===== src/rtl/rv64_pkg.sv =====
// Shared RV64 decode definitions: opcode constants, format enum and the buffered entry layout.
package rv64_pkg;

  localparam int unsigned XLEN = 64;

  localparam logic [6:0] OpLui     = 7'b0110111;
  localparam logic [6:0] OpAuipc   = 7'b0010111;
  localparam logic [6:0] OpJal     = 7'b1101111;
  localparam logic [6:0] OpJalr    = 7'b1100111;
  localparam logic [6:0] OpLoad    = 7'b0000011;
  localparam logic [6:0] OpImm     = 7'b0010011;
  localparam logic [6:0] OpImm32   = 7'b0011011;
  localparam logic [6:0] OpMiscMem = 7'b0001111;
  localparam logic [6:0] OpSystem  = 7'b1110011;
  localparam logic [6:0] OpStore   = 7'b0100011;
  localparam logic [6:0] OpBranch  = 7'b1100011;
  localparam logic [6:0] OpOp      = 7'b0110011;
  localparam logic [6:0] OpOp32    = 7'b0111011;

  typedef enum logic [2:0] {
    FmtR    = 3'd0,
    FmtI    = 3'd1,
    FmtS    = 3'd2,
    FmtB    = 3'd3,
    FmtU    = 3'd4,
    FmtJ    = 3'd5,
    FmtNone = 3'd6
  } fmt_e;

  typedef struct packed {
    logic [XLEN-1:0] pc;
    logic [6:0]      opcode;
    logic [4:0]      rd;
    logic [19:0]     imm20;
    logic [XLEN-1:0] imm;
    fmt_e            fmt;
    logic            illegal;
  } entry_t;

  localparam entry_t EntryRst = '{
    pc: '0, opcode: '0, rd: '0, imm20: '0, imm: '0, fmt: FmtNone, illegal: 1'b0
  };

  function automatic fmt_e opcode_fmt(logic [6:0] op);
    fmt_e f;
    case (op)
      OpLui, OpAuipc:                                      f = FmtU;
      OpJal:                                               f = FmtJ;
      OpJalr, OpLoad, OpImm, OpImm32, OpMiscMem, OpSystem: f = FmtI;
      OpStore:                                             f = FmtS;
      OpBranch:                                            f = FmtB;
      OpOp, OpOp32:                                        f = FmtR;
      default:                                             f = FmtNone;
    endcase
    return f;
  endfunction

endpackage


===== src/rtl/imm_gen.sv =====
// Combinational RV64 immediate construction from instruction word and decoded format.
module imm_gen
  import rv64_pkg::*;
(
  input  logic [31:0]     instr_i,
  input  fmt_e            fmt_i,
  output logic [XLEN-1:0] imm_o
);

  always_comb begin
    imm_o = '0;
    case (fmt_i)
      FmtU: imm_o = {{32{instr_i[31]}}, instr_i[31:12], 12'b0};
      FmtI: imm_o = {{52{instr_i[31]}}, instr_i[31:20]};
      FmtS: imm_o = {{52{instr_i[31]}}, instr_i[31:25], instr_i[11:7]};
      FmtB: imm_o = {{51{instr_i[31]}}, instr_i[31], instr_i[7], instr_i[30:25],
                     instr_i[11:8], 1'b0};
      FmtJ: imm_o = {{43{instr_i[31]}}, instr_i[31], instr_i[19:12], instr_i[20],
                     instr_i[30:21], 1'b0};
      default: imm_o = '0;
    endcase
  end

endmodule


===== src/rtl/imm_decode.sv =====
// RV64 instruction field/immediate decoder with a 2-entry (main + skid) output buffer.
module imm_decode
  import rv64_pkg::*;
(
  input  logic            clk,
  input  logic            rst_n,
  input  logic            flush_i,
  input  logic            in_valid_i,
  output logic            in_ready_o,
  input  logic [31:0]     in_instr_i,
  input  logic [XLEN-1:0] in_pc_i,
  output logic            out_valid_o,
  input  logic            out_ready_i,
  output logic [XLEN-1:0] out_pc_o,
  output logic [6:0]      out_opcode_o,
  output logic [4:0]      out_rd_o,
  output logic [19:0]     out_imm20_o,
  output logic [XLEN-1:0] out_imm_o,
  output logic [2:0]      out_fmt_o,
  output logic            out_illegal_o
);

  localparam logic [1:0] StEmpty = 2'd0;
  localparam logic [1:0] StOne   = 2'd1;
  localparam logic [1:0] StTwo   = 2'd2;

  logic [1:0]      state_q, state_d;
  logic            in_ready_q, in_ready_d;
  entry_t          head_q, head_d, skid_q, skid_d;
  entry_t          dec;
  fmt_e            dec_fmt;
  logic [XLEN-1:0] dec_imm;
  logic            acc, drn;

  // Quadrant bits other than 2'b11 are compressed/reserved encodings: never legal here.
  assign dec_fmt = (in_instr_i[1:0] == 2'b11) ? opcode_fmt(in_instr_i[6:0]) : FmtNone;

  imm_gen u_imm_gen (
    .instr_i (in_instr_i),
    .fmt_i   (dec_fmt),
    .imm_o   (dec_imm)
  );

  always_comb begin
    dec         = EntryRst;
    dec.pc      = in_pc_i;
    dec.opcode  = in_instr_i[6:0];
    dec.rd      = in_instr_i[11:7];
    dec.imm20   = (dec_fmt == FmtU) ? in_instr_i[31:12] : 20'b0;
    dec.imm     = dec_imm;
    dec.fmt     = dec_fmt;
    dec.illegal = (dec_fmt == FmtNone);
  end

  assign acc = in_valid_i & in_ready_q;
  assign drn = out_valid_o & out_ready_i;

  always_comb begin
    state_d = state_q;
    head_d  = head_q;
    skid_d  = skid_q;
    if (flush_i) begin
      state_d = StEmpty;
    end else begin
      case (state_q)
        StEmpty: if (acc) begin
          state_d = StOne;
          head_d  = dec;
        end
        StOne: begin
          case ({acc, drn})
            2'b11: head_d = dec;
            2'b10: begin
              state_d = StTwo;
              skid_d  = dec;
            end
            2'b01: state_d = StEmpty;
            default: ;
          endcase
        end
        StTwo: if (drn) begin
          state_d = StOne;
          head_d  = skid_q;
        end
        default: state_d = StEmpty;
      endcase
    end
    // Registered so out_ready never reaches in_ready combinationally.
    in_ready_d = (state_d != StTwo);
  end

  always_ff @(posedge clk or negedge rst_n) begin
    if (!rst_n) begin
      state_q    <= StEmpty;
      in_ready_q <= 1'b1;
      head_q     <= EntryRst;
      skid_q     <= EntryRst;
    end else begin
      state_q    <= state_d;
      in_ready_q <= in_ready_d;
      head_q     <= head_d;
      skid_q     <= skid_d;
    end
  end

  assign in_ready_o    = in_ready_q;
  assign out_valid_o   = (state_q != StEmpty);
  assign out_pc_o      = head_q.pc;
  assign out_opcode_o  = head_q.opcode;
  assign out_rd_o      = head_q.rd;
  assign out_imm20_o   = head_q.imm20;
  assign out_imm_o     = head_q.imm;
  assign out_fmt_o     = head_q.fmt;
  assign out_illegal_o = head_q.illegal;

endmodule

===== config.mk =====
export PLATFORM = sky130hd
export DESIGN_NAME = imm_decode
export DESIGN_NICKNAME = d
export VERILOG_FILES = /design/src/rtl/rv64_pkg.sv /design/src/rtl/imm_gen.sv /design/src/rtl/imm_decode.sv
export SDC_FILE = /design/constraint.sdc
export NUM_CORES = 1
export LEC_CHECK = 0
export CAP_MARGIN = 10
export CELL_PAD_IN_SITES_DETAIL_PLACEMENT = 0
export CELL_PAD_IN_SITES_GLOBAL_PLACEMENT = 2
export CORE_MARGIN = 5
export CORE_UTILIZATION = 33
export CTS_BUF_LIST = sky130_fd_sc_hd__clkbuf_8
export CTS_CLUSTER_SIZE = 25
export DETAILED_ROUTE_END_ITERATION = 6
export PLACE_DENSITY = 0.84
export SLEW_MARGIN = 40
export SYNTH_ARGS = -nofsm -noshare
export SYNTH_HDL_FRONTEND = slang
export SYNTH_HIERARCHICAL = 1
export SYNTH_SLANG_ARGS = --single-unit

===== constraint.sdc =====
create_clock -name clk -period 2.5 [get_ports clk]
set_clock_uncertainty 0.05 [all_clocks]
set_input_delay 0.25 -clock clk [delete_from_list [all_inputs] [get_ports clk]]
set_output_delay 0.25 -clock clk [all_outputs]
set_load 0.05 [all_outputs]

==> results.cfg <==
[sta]
tightestPinTransition_ns = 0.682
setup_viol = 0
rsz0062_at_grt = true
max-slew-margin-rel = 0.546
slew_viol_final = 0
hold_ws_ns = 0.0915
finalCritPeriodShare = 0.993
finalCriticalPeriod_ns = 2.48
max_freq_ghz = 0.403
setup_tns_ns = 0
hold_violations = 0

[placed_design]
io_buffers = 266
dp.cells = 2505
hpwl_um = 28800
place_congestion = 0.776

[final_layout]
final_layout_size_suffix_gt1_frac = 0.0914
fillers = 4303
area_growth_pct = 31.3
multi_input_area_mm2 = 0.00552
regArea_mm2 = 0.00829
layout.nets = 2078
fin_cells = 2617
final_util = 0.438
antenna_cells = 0

[worst_setup_path]
cp-startpoint = state_q[0]$_DFF_PN0_
start_kind = flip-flop
worstPathCellList = or2_2, nand2_1, inv_1, ha_1, and3b_1, o31a_2, buf_12, nor2_1, a31oi_1
cpLargestDelayFamily = simple AND/OR/NAND/NOR gates
required_ns = 2.94
worst-setup-path-type = reg2reg
path_buf_inv = 2
cp-end-kind = flip-flop
cp_max_fo = 135
critPathMaxStageDelay_ns = 0.44
slowest_stage = o31a_2
critPathArrivalTime_ns = 2.92
timing.rr.start = state_q[0]$_DFF_PN0_

[floorplanning]
boundaryPins = 267
num_rows = 77
coreArea_mm2 = 0.0442
initial_core_util = 0.333
die_area_mm2 = 0.0490
fp.dieW_um = 221
die_h_um = 221

[logic_synthesis]
ys_seq_area_frac = 0.562
synth_seq_cells = 331
synth_cell_type_count = 50
async_reset_ff_frac = 1.00
synth_edf_count = 0
synth_fp_nets = 1834
synth_warnings = 6
syn_avg_cell_area_um2 = 8.52
synth_top_flop_cell = dfrtp_1
syn_area_mm2 = 0.0147
syn_inst = 1731

[route]
wire_per_inst_um = 17.5
via_per_inst = 4.78
first_iter_violations = 943
drtAntennaViolNets = 0
dr.pass1.iters = 4
drc = 0
num_vias = 12500
wirelength_um = 45700

[cts]
cts_buffer_depth = 3
clk_latency_ns = 0.65
cts_root_buf = clkbuf_8
cts.sinks = 331
cts_made_buffers = 59
tritoncts = done
htreeDepth = 2
clk_pin_slew_ns = 0.06

[status]
status = complete, no violations

[power]
finalPower_mw = 18.4
powerDensity_mw_per_mm2 = 949
ir_drop_v = 0.000390
p_leak_nw = 9.09

[global_route]
antenna_found_initial = 2
grt_max_degree = 136
gr-total-overflow = 0
grt_pass1_wl_um = 72400
grtUsageTotal = 0.182
grt_pass1_vias = 12200

[flow_run]
drv_cap = 0

[min_path]
hold_path_class = in2async
-- flip-flops by register name (all words and copies together), names as in the netlist --
name           cells
out_rd_o           5
skid_q           164
out_imm_o         64
state_q            2
out_pc_o          64
in_ready_o         1
out_fmt_o          3
out_opcode_o       7
out_illegal_o      1
out_imm20_o       20
-- Yosys cell counts, drive strengths merged (2+ instances only) --
cell / n / share of area
a211oi: 3 / 0.0015
a21o: 19 / 0.0097
a21oi: 43 / 0.015
a22o: 4 / 0.0024
a31oi: 145 / 0.062
and2: 9 / 0.0038
and3: 2 / 0.00085
and3b: 3 / 0.0018
buf: 88 / 0.048
clkbuf: 66 / 0.017
dfrtp: 326 / 0.55
dfstp: 5 / 0.0089
ha: 2 / 0.0017
inv: 4 / 0.0010
nand2: 754 / 0.19
nand2b: 2 / 0.00085
nand3: 42 / 0.014
nor2: 173 / 0.044
nor2b: 8 / 0.0037
nor3: 3 / 0.0010
o211ai: 2 / 0.0010
o21ai: 5 / 0.0017
or2: 2 / 0.00085
-- cells by family after synthesis --
| logic type | share of synthesized area |
|---|---|
| AO/OA/AOI/OAI | 0.0997 |
| XOR/XNOR | 0.00119 |
| adder cells (fa/ha/maj) | 0.00170 |
| buffers and inverters | 0.0659 |
| flip-flops | 0.562 |
| multiplexers | 0.000679 |
| AND/OR/NAND/NOR | 0.269 |
-- worst reg2reg max path, cell delays in order (launching register included) --
cell and delay [ns]:
dfrtp_1 0.37, or2_2 0.31, nand2_1 0.09, inv_1 0.05
ha_1 0.17, and3b_1 0.18, o31a_2 0.44, buf_12 0.23
nor2_1 0.40, a31oi_1 0.05
-- layout make-up --
type / count / area share
clock inverter: 31 / 0.0101
inverter: 4 / 0.000776
clock buffer: 80 / 0.0569
sequential: 331 / 0.428
tap: 592 / 0.0383
timing repair buffer: 337 / 0.180
multi-input combinational: 1242 / 0.285
-- routing by layer --
layer	part of all wire	global-route usage
met4	0.019	0.0510
met2	0.45	0.276
met3	0.060	0.0413
met5	0.00088	0
met1	0.47	0.263
-- cells in the final DEF, fill, tap and decap left out, types with 4 or more instances in the layout --
master           Yosys  routed
nor2_1             173     172
nor2b_1              6       4
inv_1                4      22
clkbuf_8             0      80
o21ai_0              5       5
a22o_1               4       4
dfrtp_1            326     326
nand3_1             42      41
buf_4               33      47
and2_1               9       8
clkdlybuf4s50_1      0     265
clkinv_2             0       8
nand2_1            754     754
buf_12               0      23
a21o_1              19      19
a21oi_1             43      43
a31oi_1            143     143
dfstp_2              5       5
-- worst paths after layout --
path                       cells after the start  slack [ns]                         to
setup / recovery                               9        0.02  out_imm_o[30]$_DFFE_PN0P_
hold / removal                                 2        0.09   out_pc_o[27]$_DFFE_PN0P_
setup reg to reg                               9        0.02  out_imm_o[30]$_DFFE_PN0P_
hold reg to reg                                2        0.42     skid_q[30]$_DFFE_PN0P_
max in group asynchronous                      3        1.51   out_pc_o[62]$_DFFE_PN0P_
min in group clk                               3        0.12    skid_q[102]$_DFFE_PN0P_
-- stage by stage --
| stage | setup slack, ns | area, um2 |
|---|---|---|
| final | 0.0179 | 19400 |
| after global routing | -0.0429 | 19400 |
| after CTS | 0.0698 | 19400 |
| after detailed placement | -0.504 | 18000 |
| after global placement | -0.451 | 18000 |
| after floorplan | 0.145 | 14700 |
-- power breakdown --
group          switching [mW]  leakage [nW]  internal [mW]
clock                    2.35         0.746           3.07
combinational            3.78          4.26           1.92
sequential              0.700          4.08           6.54
total                    6.83          9.09           11.5
-- timing repair --
| item | in CTS | in global routing |
|---|---|---|
| resized for setup | 0 | 1 |
| endpoints found under the hold margin | 330 | 0 |
| setup buffers | 0 | 0 |
| hold buffers | 1 | 0 |
| setup endpoints to repair | 0 | 26 |
No activity file was read; power rests on OpenSTA's default activity.
